**src/rtl/rstctrl_pkg.sv**
```systemverilog
// rstctrl_pkg: state encodings, cause codes and reset masks shared by the reset sequencer, software and benches.
package rstctrl_pkg;
  typedef enum logic [2:0] {S_IDLE, S_DRAIN, S_HOLD, S_REL, S_OFF} state_e;
  typedef enum logic [2:0] {
    CAUSE_POR    = 3'd0,
    CAUSE_PWROFF = 3'd1,
    CAUSE_WRESET = 3'd2,
    CAUSE_CRESET = 3'd3,
    CAUSE_RRESET = 3'd4
  } cause_e;
  localparam logic [1:0] PAIR_PWROFF = 2'b01;
  localparam logic [1:0] PAIR_WRESET = 2'b10;
  localparam logic [1:0] PAIR_CRESET = 2'b11;
  // Domain reset masks, bit order {cpu, dev, ram, devtbl}
  localparam logic [3:0] MASK_ALL    = 4'b1111;
  localparam logic [3:0] MASK_WRESET = 4'b1101;
  localparam logic [3:0] MASK_RRESET = 4'b1000;
  function automatic logic [3:0] hold_mask(input cause_e c);
    return c == CAUSE_WRESET ? MASK_WRESET : c == CAUSE_RRESET ? MASK_RRESET : MASK_ALL;
  endfunction
  function automatic int max3(input int a, input int b, input int c);
    return a > b ? (a > c ? a : c) : (b > c ? b : c);
  endfunction
endpackage

```
**src/rtl/rstctrl.sv**
```systemverilog
// rstctrl: reset/power sequencer; stretches POR, drains the system, then asserts and
// releases CPU/device/RAM/device-table resets per request type.
module rstctrl
  import rstctrl_pkg::*;
#(
  parameter int HOLDCYCLES   = 16,
  parameter int RELDLY       = 4,
  parameter int DRAINTIMEOUT = 256
) (
  input  logic       clk_i,
  input  logic       rst_i,
  input  logic       rst0_i,
  input  logic       rst1_i,
  input  logic       rst2_i,
  input  logic       quiesce_ack_i,
  output logic       quiesce_o,
  output logic       cpu_rst_o,
  output logic       dev_rst_o,
  output logic       ram_rst_o,
  output logic       devtbl_rst_o,
  output logic       pwroff_o,
  output logic       busy_o,
  output logic       timeout_o,
  output logic [2:0] cause_o
);
  localparam int CNTBITSZ = $clog2(max3(HOLDCYCLES, RELDLY, DRAINTIMEOUT)) + 1;
  localparam logic [CNTBITSZ-1:0] HOLD_END  = CNTBITSZ'(HOLDCYCLES - 1);
  localparam logic [CNTBITSZ-1:0] REL_END   = CNTBITSZ'(RELDLY - 1);
  localparam logic [CNTBITSZ-1:0] DRAIN_END = CNTBITSZ'(DRAINTIMEOUT - 1);
  if (HOLDCYCLES < 1 || RELDLY < 1 || DRAINTIMEOUT < 1) begin : g_bad_param
    $fatal(1, "rstctrl: HOLDCYCLES, RELDLY and DRAINTIMEOUT must be >= 1");
  end
  state_e state_q, state_d;
  cause_e cause_q, cause_d, req_cause;
  logic [CNTBITSZ-1:0] cnt_q, cnt_d;
  logic [3:0] rst_q, rst_d;
  logic quiesce_q, quiesce_d, pwroff_q, pwroff_d, timeout_q, timeout_d, busy_q, busy_d;
  logic [1:0] pair;
  logic req, drain_done;
  assign pair = {rst1_i, rst0_i};
  // A non-zero level pair takes priority over a coincident rst2 pulse
  assign req_cause = pair == PAIR_PWROFF ? CAUSE_PWROFF :
                     pair == PAIR_WRESET ? CAUSE_WRESET :
                     pair == PAIR_CRESET ? CAUSE_CRESET : CAUSE_RRESET;
  assign req = (|pair) | rst2_i;
  assign drain_done = quiesce_ack_i || cnt_q == DRAIN_END;
  always_comb begin
    state_d = state_q;
    cause_d = cause_q;
    cnt_d = cnt_q + 1'b1;
    rst_d = rst_q;
    quiesce_d = quiesce_q;
    pwroff_d = pwroff_q;
    timeout_d = timeout_q;
    case (state_q)
      S_IDLE: if (req) begin
        state_d = S_DRAIN;
        cause_d = req_cause;
        quiesce_d = 1'b1;
      end
      S_DRAIN: if (drain_done) begin
        state_d = cause_q == CAUSE_PWROFF ? S_OFF : S_HOLD;
        rst_d = cause_q == CAUSE_PWROFF ? MASK_ALL : hold_mask(cause_q);
        pwroff_d = pwroff_q | (cause_q == CAUSE_PWROFF);
        timeout_d = timeout_q | ~quiesce_ack_i;
        quiesce_d = 1'b0;
      end
      S_HOLD: if (cnt_q == HOLD_END) begin
        state_d = S_REL;
        rst_d = {rst_q[3], 3'b000};
      end
      S_REL: if (cnt_q == REL_END) begin
        state_d = S_IDLE;
        rst_d = '0;
      end
      default: rst_d = MASK_ALL;
    endcase
    // The counter only runs in DRAIN/HOLD/REL and restarts on every state change
    cnt_d = (state_d != state_q || state_q == S_IDLE || state_q == S_OFF) ? '0 : cnt_d;
    busy_d = state_d != S_IDLE;
  end
  always_ff @(posedge clk_i or posedge rst_i) begin
    if (rst_i) begin
      state_q <= S_HOLD;
      cause_q <= CAUSE_POR;
      cnt_q <= '0;
      rst_q <= MASK_ALL;
      quiesce_q <= 1'b0;
      pwroff_q <= 1'b0;
      timeout_q <= 1'b0;
      busy_q <= 1'b1;
    end else begin
      state_q <= state_d;
      cause_q <= cause_d;
      cnt_q <= cnt_d;
      rst_q <= rst_d;
      quiesce_q <= quiesce_d;
      pwroff_q <= pwroff_d;
      timeout_q <= timeout_d;
      busy_q <= busy_d;
    end
  end
  assign {cpu_rst_o, dev_rst_o, ram_rst_o, devtbl_rst_o} = rst_q;
  assign quiesce_o = quiesce_q;
  assign pwroff_o = pwroff_q;
  assign timeout_o = timeout_q;
  assign busy_o = busy_q;
  assign cause_o = cause_q;
endmodule

```
**config.mk**
```make
export PLATFORM = sky130hd
export DESIGN_NAME = rstctrl
export DESIGN_NICKNAME = d
export VERILOG_FILES = /design/src/rtl/rstctrl_pkg.sv /design/src/rtl/rstctrl.sv
export SDC_FILE = /design/constraint.sdc
export NUM_CORES = 1
export LEC_CHECK = 0
export BUFFER_PORTS_ARGS = -buffer_cell sky130_fd_sc_hd__buf_2
export CELL_PAD_IN_SITES_DETAIL_PLACEMENT = 0
export CELL_PAD_IN_SITES_GLOBAL_PLACEMENT = 1
export CORE_UTILIZATION = 40
export CTS_BUF_LIST = sky130_fd_sc_hd__clkbuf_8
export DETAILED_ROUTE_END_ITERATION = 16
export GPL_TIMING_DRIVEN = 1
export PLACE_DENSITY = 0.8
export SLEW_MARGIN = 20
export SYNTH_ARGS = -nofsm -noshare
export SYNTH_HDL_FRONTEND = slang
export SYNTH_SLANG_ARGS = --single-unit
```
**constraint.sdc**
```tcl
create_clock -name clk_i -period 4 [get_ports clk_i]
set_input_delay 0.2 -clock clk_i [delete_from_list [all_inputs] [get_ports clk_i]]
set_output_delay 0.2 -clock clk_i [all_outputs]
set_load 0.005 [all_outputs]
```
## After elaboration in Yosys (flattened, before gate mapping)

Index checks and enable logic that the tools add are counted.
W data, S select, Z words.

| word-level totals | value |
|---|---|
| flip-flop bits (word level) | 23 |
| input bits | 6 |
| logic and storage cells | 66 |

| operators by class | value |
|---|---|
| $add $sub $neg | 1 |
| equal/unequal tests | 18 |
| mux-type cells | 20 |
| bitwise gates (word level) | 6 |
| reduce and logical (&&, ||, !) cells | 12 |

Operators with widths:

| cell | number |
|---|---|
| $mux W3 | 12 |
| $pmux W4 S4 | 1 |
| $pmux W3 S4 | 1 |
| $add A9 B1 Y9 const B | 1 |
| $eq A3 B2 Y1 const B | 3 |
| $eq A9 B2 Y1 const B | 1 |
| $eq A9 B4 Y1 const B | 1 |
| $eq A9 B8 Y1 const B | 1 |
| $mux W9 | 1 |
| $mux W4 | 2 |
| $ne A2 B2 Y1 const B | 4 |
| $reduce_and A4 Y1 | 2 |
| $eq A3 B1 Y1 const B | 2 |
| $eq A3 B3 Y1 const B | 2 |
| $eq A2 B2 Y1 const B | 2 |
| $reduce_and A2 Y1 | 2 |
| $logic_not A3 Y1 | 1 |
| $logic_or A1 B1 Y1 | 3 |
| $ne A3 B3 Y1 | 1 |
| $not A1 Y1 | 3 |
| $or A1 B1 Y1 | 3 |
| $reduce_and A3 Y1 | 1 |
| $reduce_bool A3 Y1 | 1 |
| $eq A2 B1 Y1 const B | 1 |
| other kinds (4) | 5 |

## Longest topological paths before layout

Gate-level depths: netlist of the first run.

| logic depth | value |
|---|---|
| depth after elaboration | 8 |
| mapped depth | 8 |
| mapped depth without buffers | 8 |

## Least setup slack after synthesis of the first run

OpenSTA, ideal clock, no wires.

| path | value |
|---|---|
| path type | reg-to-reg |
| start | register cnt_q[0] |
| end | register cnt_q[1] |
| library setup time | 0.088 ns |
| data arrival time | 1.800 ns |
| data required time | 3.912 ns |
| setup slack | 2.112 ns |
| stages on the path, launching flop included | 9 |
| path buffers | 0 |
| cell sequence | dfrtp_1 > ha_1 > nand4_1 > nor2_1 > ha_1 > o21ba_2 > nor2_1 > a221oi_4 > nor3b_1 |

| between the ends | value |
|---|---|
| word-level cells in the longest chain between the ends | 8 |
| elaborated cells between the ends (all ways) | 13 |
| classes of those cells | add/sub (1); eq/ne (4); mux (5); reduce/logical (3) |

Ends and longest elaborated chain:

| element | RTL line | source |
|---|---|---|
| start: declaration | rstctrl.sv:35 | `logic [CNTBITSZ-1:0] cnt_q, cnt_d;` |
| start signal: assignment | rstctrl.sv:95 | `cnt_q <= cnt_d;` |
| $eq A9 B8 Y1 | rstctrl.sv:46 | `assign drain_done = quiesce_ack_i \|\| cnt_q == DRAIN_END;` |
| $logic_or A1 B1 Y1 | rstctrl.sv:46 |  |
| $mux W3 | rstctrl.sv:61 | `S_DRAIN: if (drain_done) begin` |
| $pmux W3 S4 | rstctrl.sv:55 | `case (state_q)` |
| $ne A3 B3 Y1 | rstctrl.sv:79 | `cnt_d = (state_d != state_q \|\| state_q == S_IDLE \|\| state_q == S_OFF) ? '0 : cnt_d;` |
| $logic_or A1 B1 Y1 (2 in a row) | rstctrl.sv:79 |  |
| $mux W9 * | rstctrl.sv:79 |  |
| net cnt_d[1] | rstctrl.sv:35 |  |

The timed path passes the listed nets; every way through them passes the cells marked *.
A chain may end at the register's enable or synchronous reset.

## Worst setup path in the final report of the first run

| path | value |
|---|---|
| start | register cnt_q[0] |
| end | register cnt_q[7] |

The elaborated chain is that of the path after synthesis.

==> flow_summary.rst, run 1 <==
.. list-table::
   :header-rows: 1

   * - Metric
     - Value
   * - Filler instances
     - ~260
   * - Gate Count Post-Synth
     - 118
   * - Number of buffers created by CTS
     - 3
   * - Failing checks
     - DRC
   * - Final setup vio count
     - 0
   * - Chip height
     - around 57 microns
   * - Run status
     - finished with violations
   * - Endpoint of the lowest-slack register-to-register path
     - cnt_q[7]$_DFF_PP0_
   * - Area occupied by registers
     - between 500 and 600 sq um
   * - Average cell area after synthesis
     - between 10 and 15 sq um
   * - DRT iter0 DRCs
     - 16
   * - Tcrit/Tclk final
     - 0.536
   * - Post-DP HPWL
     - ~1600 microns
   * - Type of the worst setup path
     - reg -> reg
   * - Number of input and output port buffers inserted
     - 16
   * - Unrepaired setup endpoints after global routing
     - no
   * - Number of global-route vias before repair
     - approximately 900
   * - Number of gates resized after CTS
     - 0
   * - Die outline area
     - around 3200 sq um
   * - Post-layout total power
     - 942 uW
   * - Number of flip-flops and latches in the synthesized netlist
     - 22
   * - X dimension of the die
     - 56.8 microns
   * - Maximum operating frequency
     - roughly 0.47 GHz
   * - Crit path time final
     - around 2100 ps
   * - Clock buffer depth
     - 2
   * - Most common library cell in the layout ignoring fill and taps
     - sky130_fd_sc_hd__dfrtp_1
   * - Initial antenna violation count
     - 0
   * - Data arrival, critical path
     - 2290 ps
   * - Number of hold-slack violations in the final timing report
     - 0
   * - Number of placed cells counting well taps
     - roughly 160
   * - Global-route wire length before repair
     - about 4000 microns
   * - Post-synthesis to final-layout area growth
     - 12.7%
   * - Count of antenna-violating nets left after detailed routing
     - 0
   * - Net count, final
     - roughly 140
   * - Crit path cell chain
     - ha_1 > nand4_1 > nor2_1 > ha_1 > o21ba_2 > nor2_1 > a221oi_4 > nor3_1
   * - Number of inserted diodes
     - 0
   * - Per-cell routed wire length
     - between 10 and 15 microns
   * - Critical path's slowest cell
     - sky130_fd_sc_hd__a221oi_4
   * - Number of search-and-repair iterations in the first detailed-routing pass
     - 10
   * - Power density of the placed cells
     - 696 nW/um^2
   * - Clock H-tree levels
     - 1
   * - # clock sinks
     - 22
   * - Relative slew slack
     - 0.463
   * - Area of combinational cells with multiple inputs
     - around 600 sq um
   * - Overall fraction of global-route tracks in use
     - 0.165
   * - Worst IR drop on VDD
     - approximately 0.32 mV
   * - R2R cell count
     - 8
   * - Reported max-cap violation count
     - 0
   * - Count of vias placed by the detailed router
     - a little over 900
   * - CTS tree
     - yes
   * - Fraction of layout instances using a drive strength above 1
     - 0.254
   * - End-of-flow core utilization
     - 0.483
   * - Crit. End Element
     - flip-flop
   * - Worst-case hold slack
     - a little over 70 ps
   * - Number of top-level pins
     - 17
   * - Max-slew violation total from the final report
     - 0
   * - Commonest cells after routing, fill and taps aside
     - 17 x sky130_fd_sc_hd__dfrtp_1, 16 x sky130_fd_sc_hd__buf_2, 11 x sky130_fd_sc_hd__nor2_1
   * - Count of yosys warnings during synthesis
     - 0
   * - Max FO, Critical Path
     - 9
   * - Accumulated negative setup slack
     - 0 ps
   * - Static Leakage
     - roughly 0.00059 uW
   * - Reg2reg start
     - cnt_q[0]$_DFF_PP0_
   * - Clock Pin Slew Worst Setup and Hold Paths
     - around 80 ps
   * - Source-to-sink clock delay at the later pin of the worst-skew pair
     - approximately 270 ps
   * - Total nets after synthesis
     - 126
   * - Critical path data required time
     - 4140 ps
   * - Gp weighted congestion
     - around 0.81
   * - Final wirelength
     - between 2000 and 2500 microns
   * - Std cell rows
     - 19
   * - Total gr overflow
     - 0
   * - Final cell count without fillers
     - ~170
   * - Post-CTS Setup Bufs
     - 0
   * - Cell Area, Synth
     - roughly 1200 sq um
   * - Count of different cell masters after synthesis
     - between 40 and 50
   * - Maximum number of pins on one net before global-route repair
     - 23
   * - Placeable core area
     - around 2800 sq um
   * - Sequential element share of the synthesized area
     - 0.464
   * - R2r setup slk
     - between 1500 and 2000 ps
   * - Hold_buf cts
     - 0
   * - Post-detailed-route via-to-cell ratio
     - around 5.6
   * - CP startpoint kind
     - flip-flop
   * - Hold Crit Class
     - in -> async
   * - Buffer type at the clock tree root
     - sky130_fd_sc_hd__clkbuf_8
   * - Maximum clock skew at final layout
     - roughly 3.1 ps
   * - Initial Util
     - 0.428
   * - Crit-path max cell delay
     - 480 ps
   * - Number of remaining DRC errors
     - 2
   * - Worst-margin pin slew
     - 804 ps
cells in the mapped netlist:
cell type | count | share of area
sky130_fd_sc_hd__a2111oi_0 | 1 | 0.0073
sky130_fd_sc_hd__a211oi_1 | 1 | 0.0063
sky130_fd_sc_hd__a21oi_1 | 1 | 0.0042
sky130_fd_sc_hd__a21oi_2 | 1 | 0.0073
sky130_fd_sc_hd__a221o_1 | 1 | 0.0083
sky130_fd_sc_hd__a221oi_4 | 1 | 0.022
sky130_fd_sc_hd__a22o_1 | 2 | 0.015
sky130_fd_sc_hd__a22oi_1 | 1 | 0.0063
sky130_fd_sc_hd__a31oi_1 | 2 | 0.010
sky130_fd_sc_hd__a32oi_1 | 1 | 0.0073
sky130_fd_sc_hd__and2_1 | 1 | 0.0052
sky130_fd_sc_hd__and3_1 | 1 | 0.0052
sky130_fd_sc_hd__and4bb_2 | 1 | 0.010
sky130_fd_sc_hd__buf_2 | 2 | 0.0083
sky130_fd_sc_hd__buf_4 | 1 | 0.0063
sky130_fd_sc_hd__clkbuf_1 | 1 | 0.0031
sky130_fd_sc_hd__dfrtp_1 | 17 | 0.35
sky130_fd_sc_hd__dfstp_2 | 5 | 0.11
sky130_fd_sc_hd__ha_1 | 2 | 0.021
sky130_fd_sc_hd__inv_1 | 6 | 0.019
sky130_fd_sc_hd__mux2_2 | 1 | 0.0094
sky130_fd_sc_hd__nand2_1 | 10 | 0.031
sky130_fd_sc_hd__nand2b_1 | 5 | 0.026
sky130_fd_sc_hd__nand3_1 | 2 | 0.0083
sky130_fd_sc_hd__nand3_4 | 1 | 0.015
sky130_fd_sc_hd__nand4_1 | 6 | 0.031
sky130_fd_sc_hd__nand4b_1 | 1 | 0.0073
sky130_fd_sc_hd__nor2_1 | 11 | 0.034
sky130_fd_sc_hd__nor2b_1 | 1 | 0.0052
sky130_fd_sc_hd__nor3_1 | 10 | 0.042
sky130_fd_sc_hd__nor3b_1 | 1 | 0.0063
sky130_fd_sc_hd__nor4_2 | 1 | 0.010
sky130_fd_sc_hd__nor4b_4 | 1 | 0.020
sky130_fd_sc_hd__o21ai_0 | 1 | 0.0042
sky130_fd_sc_hd__o21ba_2 | 1 | 0.0083
sky130_fd_sc_hd__o21bai_1 | 4 | 0.025
sky130_fd_sc_hd__o22a_2 | 1 | 0.0083
sky130_fd_sc_hd__o22ai_1 | 2 | 0.010
sky130_fd_sc_hd__o31ai_1 | 1 | 0.0063
sky130_fd_sc_hd__or3_1 | 1 | 0.0052
sky130_fd_sc_hd__xnor2_1 | 2 | 0.015
sky130_fd_sc_hd__xor2_1 | 5 | 0.036
stage by stage:
step,setup slack [ps],cell area [sq um]
2_1_floorplan,2110,1200
5_1_grt,1630,1350
3_5_place_dp,1850,1300
3_3_place_gp,1900,1300
4_1_cts,1830,1350
6_report,1850,1350
worst max path at each step:
stage,endpoint,from,cells past startpoint
floorplan,cnt_q[1]$_DFF_PP0_,cnt_q[0]$_DFF_PP0_,8
global placement,cnt_q[5]$_DFF_PP0_,cnt_q[0]$_DFF_PP0_,8
detailed placement,cnt_q[3]$_DFF_PP0_,cnt_q[0]$_DFF_PP0_,8
CTS,cnt_q[5]$_DFF_PP0_,cnt_q[0]$_DFF_PP0_,8
global route,cnt_q[5]$_DFF_PP0_,cnt_q[0]$_DFF_PP0_,8
finish,cnt_q[7]$_DFF_PP0_,cnt_q[0]$_DFF_PP0_,8
report_power, final:
group	total [uW]	switching [uW]	internal (uW)	leakage (uW)
Combinational	365	185	180	0.000288
Clock	161	73.3	87.9	0.0000288
Sequential	416	101	314	0.000271
flip-flops by register name, indices dropped and copies added (netlist names):
| name | cells |
|---|---|
| cnt_q | 9 |
| timeout_o | 1 |
| quiesce_o | 1 |
| pwroff_o | 1 |
| rst_q | 3 |
| state_q | 3 |
| busy_o | 1 |
| cause_o | 3 |
kinds of logic (layout without fill, tap and decap cells):
family / after synthesis / count (layout) / synth area share
XOR/XNOR: 7 / 7 / 0.0510
flip-flops: 22 / 22 / 0.464
multiplexers: 1 / 1 / 0.00937
adder cells (fa/ha/maj): 2 / 2 / 0.0208
AND/OR/NAND/NOR: 54 / 54 / 0.263
AO/OA/AOI/OAI: 22 / 22 / 0.156
buffers and inverters: 10 / 26 / 0.0365
area by class of cell:
type	count	share of cell area
Multi-Input combinational cell	86	0.444
Sequential cell	22	0.411
Timing Repair Buffer	16	0.0591
Clock buffer	4	0.0407
Tap cell	31	0.0287
Inverter	6	0.0166
worst max-delay path: cells and delay by family (launching register included):
| family | cells | cell delay [ps] |
|---|---|---|
| AO/OA/AOI/OAI | 2 | 660 |
| AND/OR/NAND/NOR | 4 | 490 |
| adder cells (fa/ha/maj) | 2 | 450 |
| flip-flops | 1 | 400 |
metal layers:
metal	routed length, microns	vias up	global-route usage
li1	-	462	-
met1	1110	439	0.225
met2	992	23	0.245
met3	80	5	0.0253
met4	56	0	0.101
met5	0	-	0
(Power assumes the default switching activity.)
==> run 2, diff against run 1 <==
ABC_AREA = 1   (was unset)
CORE_UTILIZATION = 39   (was 40)
PLACE_DENSITY = 0.84   (was 0.8)
clock period = 1.83 ns   (was 4 ns; I/O delays follow)
==> flow_summary.rst, run 2 <==
.. list-table::
   :header-rows: 1

   * - Metric
     - Value
   * - Number of hold-slack violations in the final timing report
     - 0
   * - Number of search-and-repair iterations in the first detailed-routing pass
     - 4
   * - Most area-consuming cells after synthesis
     - sky130_fd_sc_hd__dfrtp_1 37%, sky130_fd_sc_hd__dfstp_2 11%, sky130_fd_sc_hd__nor2_1 8.4%
   * - Crit path cell chain
     - ha_4 > nand3_4 > nor2_4 > nand3_2 > buf_4 > buf_4 > buf_4 > buf_4 > buf_4 > buf_4 > buf_4 > buf_4 > nand2_2 > nor2_1
   * - Critical path destination
     - cnt_q[6]$_DFF_PP0_
   * - Synth async-reset ratio
     - 1.00
   * - Reg2reg start
     - cnt_q[1]$_DFF_PP0_
   * - Run status
     - finished with violations
   * - Pre-CTS worst setup slack
     - -116 ps
   * - Initial antenna violation count
     - 0
   * - Final Cell Area
     - ~1700 sq um
   * - Count of vias placed by the detailed router
     - between 1,000 and 1,500
   * - Global-route wire length before repair
     - 5020 microns
   * - Flip-flop count of the largest register, all copies and words added
     - 9
   * - Critical path's slowest cell
     - sky130_fd_sc_hd__dfrtp_1
   * - Source-to-sink clock delay at the later pin of the worst-skew pair
     - around 260 ps
   * - Worst IR drop on VDD
     - 0.517 mV
   * - Gp weighted congestion
     - just over 0.9
   * - Final wirelength
     - about 3500 microns
   * - Most Frequent Cell on Critical Path
     - sky130_fd_sc_hd__buf_4
   * - Max-slew violation total from the final report
     - 0
   * - CP startpoint kind
     - flip-flop
   * - Overall fraction of global-route tracks in use
     - 0.207
   * - Post-synthesis to final-layout area growth
     - 43.7%
   * - Maximum operating frequency
     - around 0.48 GHz
   * - Worst Slack Setup Final
     - -261 ps
   * - Per-cell routed wire length
     - 15.5 microns
   * - Number of inserted diodes
     - 0
   * - CP startpoint
     - cnt_q[1]$_DFF_PP0_
   * - DRT iter0 DRCs
     - 18
   * - Buffer type at the clock tree root
     - sky130_fd_sc_hd__clkbuf_8
   * - Total nets after synthesis
     - 153
   * - Cell Area, Synth
     - about 1200 sq um
   * - Clock H-tree levels
     - 1
   * - Most common library cell in the layout ignoring fill and taps
     - sky130_fd_sc_hd__buf_4
   * - Final cell count without fillers
     - about 220
   * - R2R cell count
     - 14
   * - Leading post-synthesis cells by instance count
     - 26 x sky130_fd_sc_hd__nor2_1, 25 x sky130_fd_sc_hd__nand2_1, 23 x sky130_fd_sc_hd__inv_1
   * - Sequential element share of the synthesized area
     - 0.481
   * - Net count, final
     - around 200
   * - Number of input and output port buffers inserted
     - 16
   * - Data arrival, critical path
     - 2250 ps
   * - Number of top-level pins
     - 17
   * - Chip height
     - about 56 microns
   * - R2r setup slk
     - -260 ps
   * - Final setup vio count
     - 13
   * - Tcrit/Tclk final
     - 1.14
   * - Commonest cells after routing, fill and taps aside
     - 26 x sky130_fd_sc_hd__buf_4, 23 x sky130_fd_sc_hd__nand2_1, 21 x sky130_fd_sc_hd__inv_1
   * - Type of the worst setup path
     - reg -> reg
   * - Maximum number of pins on one net before global-route repair
     - 23
   * - Die outline area
     - roughly 3200 sq um
   * - Total gr overflow
     - 0
   * - Power density of the placed cells
     - roughly 530 nW/um^2
   * - Number of remaining DRC errors
     - 0
   * - Count of flip-flops with a built-in enable after synthesis
     - 0
   * - X dimension of the die
     - ~56 microns
   * - Filler instances
     - 244
   * - Fraction of layout instances using a drive strength above 1
     - 0.469
   * - Number of buffers created by CTS
     - 3
   * - Unrepaired setup endpoints after global routing
     - yes
   * - Top FF cell, synth
     - sky130_fd_sc_hd__dfrtp_1
   * - CTS tree
     - yes
   * - Crit-path max cell delay
     - around 400 ps
   * - Worst-margin pin slew
     - between 500 and 600 ps
   * - Hold Crit Class
     - in -> reg
   * - Area post-placement
     - between 1000 and 1500 sq um
   * - Count of antenna-violating nets left after detailed routing
     - 0
   * - Endpoint of the lowest-slack register-to-register path
     - cnt_q[6]$_DFF_PP0_
   * - Count of yosys warnings during synthesis
     - 0
   * - Critical path data required time
     - between 1500 and 2000 ps
   * - Max FO, Critical Path
     - 2
   * - Clock buffer depth
     - 2
   * - Number of global-route vias before repair
     - 1,144
   * - Reported max-cap violation count
     - 0
   * - Initial Util
     - 0.416
   * - Relative slew slack
     - 0.614
   * - Placeable core area
     - between 2000 and 3000 sq um
   * - Average cell area after synthesis
     - 7.98 sq um
   * - # clock sinks
     - 22
   * - Post-layout total power
     - a little under 900 uW
   * - Maximum clock skew at final layout
     - about 7.6 ps
   * - Count of different cell masters after synthesis
     - 27
   * - Crit. End Element
     - flip-flop
   * - Top-area cell type share of the netlist area
     - 0.368
   * - Clock Pin Slew Worst Setup and Hold Paths
     - ~80 ps
   * - Largest register by flop count
     - cnt_q
   * - Number of flip-flops and latches in the synthesized netlist
     - 22
   * - Most area-hungry cell type in the Yosys netlist
     - sky130_fd_sc_hd__dfrtp_1
   * - End-of-flow core utilization
     - 0.598
   * - Gate Count Post-Synth
     - about 150
   * - Post-DP HPWL
     - between 1500 and 2000 microns
   * - Post-detailed-route via-to-cell ratio
     - 5.33
   * - Number of placed cells counting well taps
     - between 150 and 200
   * - Static Leakage
     - 0.000797 uW
   * - Failing checks
     - setup timing
   * - Crit path time final
     - about 2100 ps
   * - Most frequently used cell type in the post-synthesis netlist
     - sky130_fd_sc_hd__nor2_1
   * - Std cell rows
     - 19
## run 2: per-layer routing
layer | track usage | routed length [microns] | vias to the layer above | share of wire
met5 | 0 | 0 | - | 0
met4 | 0.136 | 183 | 0 | 0.053
met3 | 0.0415 | 169 | 22 | 0.049
met2 | 0.351 | 1780 | 48 | 0.51
met1 | 0.234 | 1330 | 568 | 0.38
li1 | - | - | 550 | -
## run 2: timing repair
action / CTS / global route
pin swaps: 4 / 12
endpoints found under the hold margin: 17 / 0
gates cloned: 1 / 0
endpoints found under the setup margin: 14 / 19
hold buffers: 1 / 0
buffers inserted: 15 / 5
resized for setup: 12 / 23
## run 2: final cells by class
| cell class | count | area, sq um | share of cell area |
|---|---|---|---|
| Multi-Input combinational cell | 95 | 632 | 0.380 |
| Sequential cell | 22 | 557 | 0.335 |
| Timing Repair Buffer | 43 | 285 | 0.172 |
| Inverter | 28 | 105 | 0.0632 |
| Clock buffer | 3 | 41.3 | 0.0248 |
| Tap cell | 31 | 38.8 | 0.0233 |
| Clock inverter | 1 | 3.75 | 0.00226 |
## run 2: logic make-up after synthesis
| family | after synthesis | synth area share |
|---|---|---|
| compound gates | 14 | 0.0670 |
| xor+xnor | 2 | 0.0151 |
| fa+ha+maj | 2 | 0.0216 |
| simple gates | 76 | 0.318 |
| flops | 22 | 0.481 |
| buf+inv | 29 | 0.0973 |
## run 2: power by group
part           leakage, uW  switching [uW]  total [uW]  internal (uW)
Sequential        0.000271            7.99         503            495
Combinational     0.000499            47.2        81.2           34.0
Clock            0.0000269             152         302            150
## run 2: worst max-delay path: cells and delay by family (launching register included)
| kind | cells | cell delay (ps) |
|---|---|---|
| buffers and inverters | 8 | 1020 |
| DFF | 1 | 400 |
| adders and majority gates | 1 | 170 |
| and+or+nand+nor | 5 | 400 |
## run 2: how the worst min path moves through the flow
stage	cells past startpoint	endpoint	from
floorplan	1	cause_o[0]$_DFFE_PP0P_	rst_i
global placement	3	timeout_o$_DFFE_PP0P_	rst_i
detailed placement	3	pwroff_o$_DFFE_PP0P_	rst_i
CTS	2	cause_o[2]$_DFFE_PP0P_	rst1_i
global route	2	cause_o[2]$_DFFE_PP0P_	rst1_i
finish	2	cause_o[2]$_DFFE_PP0P_	rst1_i
## run 2: metrics by stage
step	hold slack (ps)	setup TNS (ps)
2_1_floorplan	77.0	0
5_1_grt	47.1	-3460
4_1_cts	36.3	-1220
3_3_place_gp	132	-630
6_report	42.7	-1980
3_5_place_dp	143	-982
==> run 3, diff against run 2 <==
CORE_ASPECT_RATIO = 0.7   (was unset)
==> flow_summary.rst, run 3 (same netlist as run 2, synthesis figures left out) <==
.. list-table::
   :header-rows: 1

   * - Metric
     - Value
   * - Net count, final
     - roughly 190
   * - Source-to-sink clock delay at the later pin of the worst-skew pair
     - ~260 ps
   * - Global-route wire length before repair
     - approximately 3700 microns
   * - Die outline area
     - 3190 sq um
   * - Post-detailed-route via-to-cell ratio
     - between 4 and 5
   * - Worst Slack Setup Final
     - -122 ps
   * - Buffer type at the clock tree root
     - sky130_fd_sc_hd__clkbuf_8
   * - Failing checks
     - setup timing
   * - Final Cell Area
     - 1520 sq um
   * - Maximum clock skew at final layout
     - 2.95 ps
   * - End-of-flow core utilization
     - 0.544
   * - Count of buffering cells on the critical path with inverters included
     - 1
   * - X dimension of the die
     - 67.1 microns
   * - Number of global-route vias before repair
     - 811
   * - Total gr overflow
     - 0
   * - Number of placed cells counting well taps
     - 203
   * - Clock Pin Slew Worst Setup and Hold Paths
     - 80 ps
   * - Final setup vio count
     - 11
   * - Hold Crit Class
     - in -> reg
   * - Gp weighted congestion
     - 0.897
   * - Reported max-cap violation count
     - 0
   * - Data arrival, critical path
     - 2110 ps
   * - Per-cell routed wire length
     - between 10 and 15 microns
   * - Area post-placement
     - ~1300 sq um
   * - Worst-margin pin slew
     - about 370 ps
   * - Number of inserted diodes
     - 0
   * - Flip-flop count of the largest register, all copies and words added
     - 9
   * - Maximum operating frequency
     - between 0.5 and 0.6 GHz
   * - Count of antenna-violating nets left after detailed routing
     - 0
   * - Count of vias placed by the detailed router
     - between 1,000 and 1,500
   * - Number of hold-slack violations in the final timing report
     - 0
   * - Post-synthesis to final-layout area growth
     - 31.7%
   * - Worst-case hold slack
     - 28.9 ps
   * - Critical path's slowest cell
     - sky130_fd_sc_hd__dfrtp_1
   * - Overall fraction of global-route tracks in use
     - 0.165
   * - CP startpoint kind
     - flip-flop
   * - Filler instances
     - roughly 250
   * - Post-DP HPWL
     - 1810 microns
   * - Number of top-level pins
     - 17
   * - # clock sinks
     - 22
   * - CTS tree
     - yes
   * - Placeable core area
     - 2800 sq um
   * - Worst IR drop on VDD
     - between 0.4 and 0.5 mV
   * - Critical path data required time
     - approximately 2000 ps
   * - Top Family by Delay on Critical Path
     - simple AND/OR/NAND/NOR gates
   * - Commonest cells after routing, fill and taps aside
     - 24 x sky130_fd_sc_hd__nand2_1, 21 x sky130_fd_sc_hd__inv_1, 17 x sky130_fd_sc_hd__nor2_1, 17 x sky130_fd_sc_hd__dfrtp_1, 16 x sky130_fd_sc_hd__buf_2
   * - Initial antenna violation count
     - 0
   * - Max FO, Critical Path
     - 5
   * - Pre-CTS worst setup slack
     - -134 ps
   * - Initial Util
     - 0.413
   * - Most common library cell in the layout ignoring fill and taps
     - sky130_fd_sc_hd__nand2_1
   * - Final wirelength
     - between 2000 and 3000 microns
   * - Relative slew slack
     - 0.751
   * - Number of search-and-repair iterations in the first detailed-routing pass
     - 4
   * - Chip height
     - 47.6 microns
   * - Type of the worst setup path
     - reg -> reg
   * - Std cell rows
     - 16
   * - Fraction of layout instances using a drive strength above 1
     - 0.390
   * - Number of remaining DRC errors
     - 0
   * - Power density of the placed cells
     - between 600 and 700 nW/um^2
   * - Maximum number of pins on one net before global-route repair
     - 23
   * - Run status
     - finished with violations
   * - Max-slew violation total from the final report
     - 0
   * - DRT iter0 DRCs
     - 21
   * - Largest register by flop count
     - cnt_q
   * - Final cell count without fillers
     - about 210
   * - Clock buffer depth
     - 2
   * - Number of buffers created by CTS
     - 3
   * - Crit path cell chain
     - ha_4 > nand3_4 > nor2_4 > nand3_2 > nor2_2 > ha_2 > nor2_4 > inv_2 > nor2_2 > a21oi_1 > nand4_1 > nand3_4 > nor2_1
   * - Tcrit/Tclk final
     - 1.07
   * - Number of input and output port buffers inserted
     - 16
   * - Area occupied by registers
     - 557 sq um
   * - Crit-path max cell delay
     - 400 ps
   * - Static Leakage
     - approximately 0.00073 uW
   * - Crit. End Element
     - flip-flop
   * - Crit path time final
     - slightly below 2000 ps
   * - Unrepaired setup endpoints after global routing
     - yes
   * - Clock H-tree levels
     - 1
   * - Area of combinational cells with multiple inputs
     - about 570 sq um
## run 3: cell types whose count changed in the layout (fill, tap and decap cells not counted), moves of 3 or more
cell / delta
sky130_fd_sc_hd__buf_4: -15
sky130_fd_sc_hd__nor2_1: +4
sky130_fd_sc_hd__nor2_4: -7
sky130_fd_sc_hd__nor2_2: +3
## run 3: area by class of cell
type	count	area share
well taps	36	0.0296
multi-input cells	95	0.376
clock buffers	3	0.0271
inverters	28	0.0690
repair buffers	28	0.113
clock inverters	1	0.0197
flip-flops and latches	22	0.365
## run 3: path summary, 6_finish.rpt
path	from	endpoint	slack [ps]	cells past startpoint
max	cnt_q[0]$_DFF_PP0_	cnt_q[7]$_DFF_PP0_	-120	13
min	rst1_i	cause_o[2]$_DFFE_PP0P_	30	2
max reg2reg	cnt_q[0]$_DFF_PP0_	cnt_q[7]$_DFF_PP0_	-120	13
min reg2reg	quiesce_o$_DFFE_PP0P_	quiesce_o$_DFFE_PP0P_	470	2
max in group asynchronous	rst_i	rst_q[0]$_DFFE_PP1P_	1160	4
min in group asynchronous	rst_i	timeout_o$_DFFE_PP0P_	390	4
## run 3: per-layer routing
metal / GRT usage / wire [microns]
met5: 0 / 0
met4: 0.0511 / 21
met3: 0.0429 / 109
met2: 0.248 / 1120
met1: 0.233 / 1290
## run 3: through the flow
stage          TNS (ps)  total power [uW]
2_1_floorplan         0               541
3_3_place_gp       -845               562
3_5_place_dp      -1280               564
4_1_cts            -714              1030
5_1_grt           -2990              1070
6_report          -1170              1030
## run 3: timing repair
action	in CTS	in global routing
cloned	1	0
hold buffers	1	0
pin swaps	1	3
hold endpoints to repair	17	0
buffers inserted	2	2
resized for setup	7	13
setup endpoints to repair	15	17
## run 3: power by group
part           internal [uW]  switching, uW
combinational           31.1           37.8
clock                    292            163
sequential               495           7.12
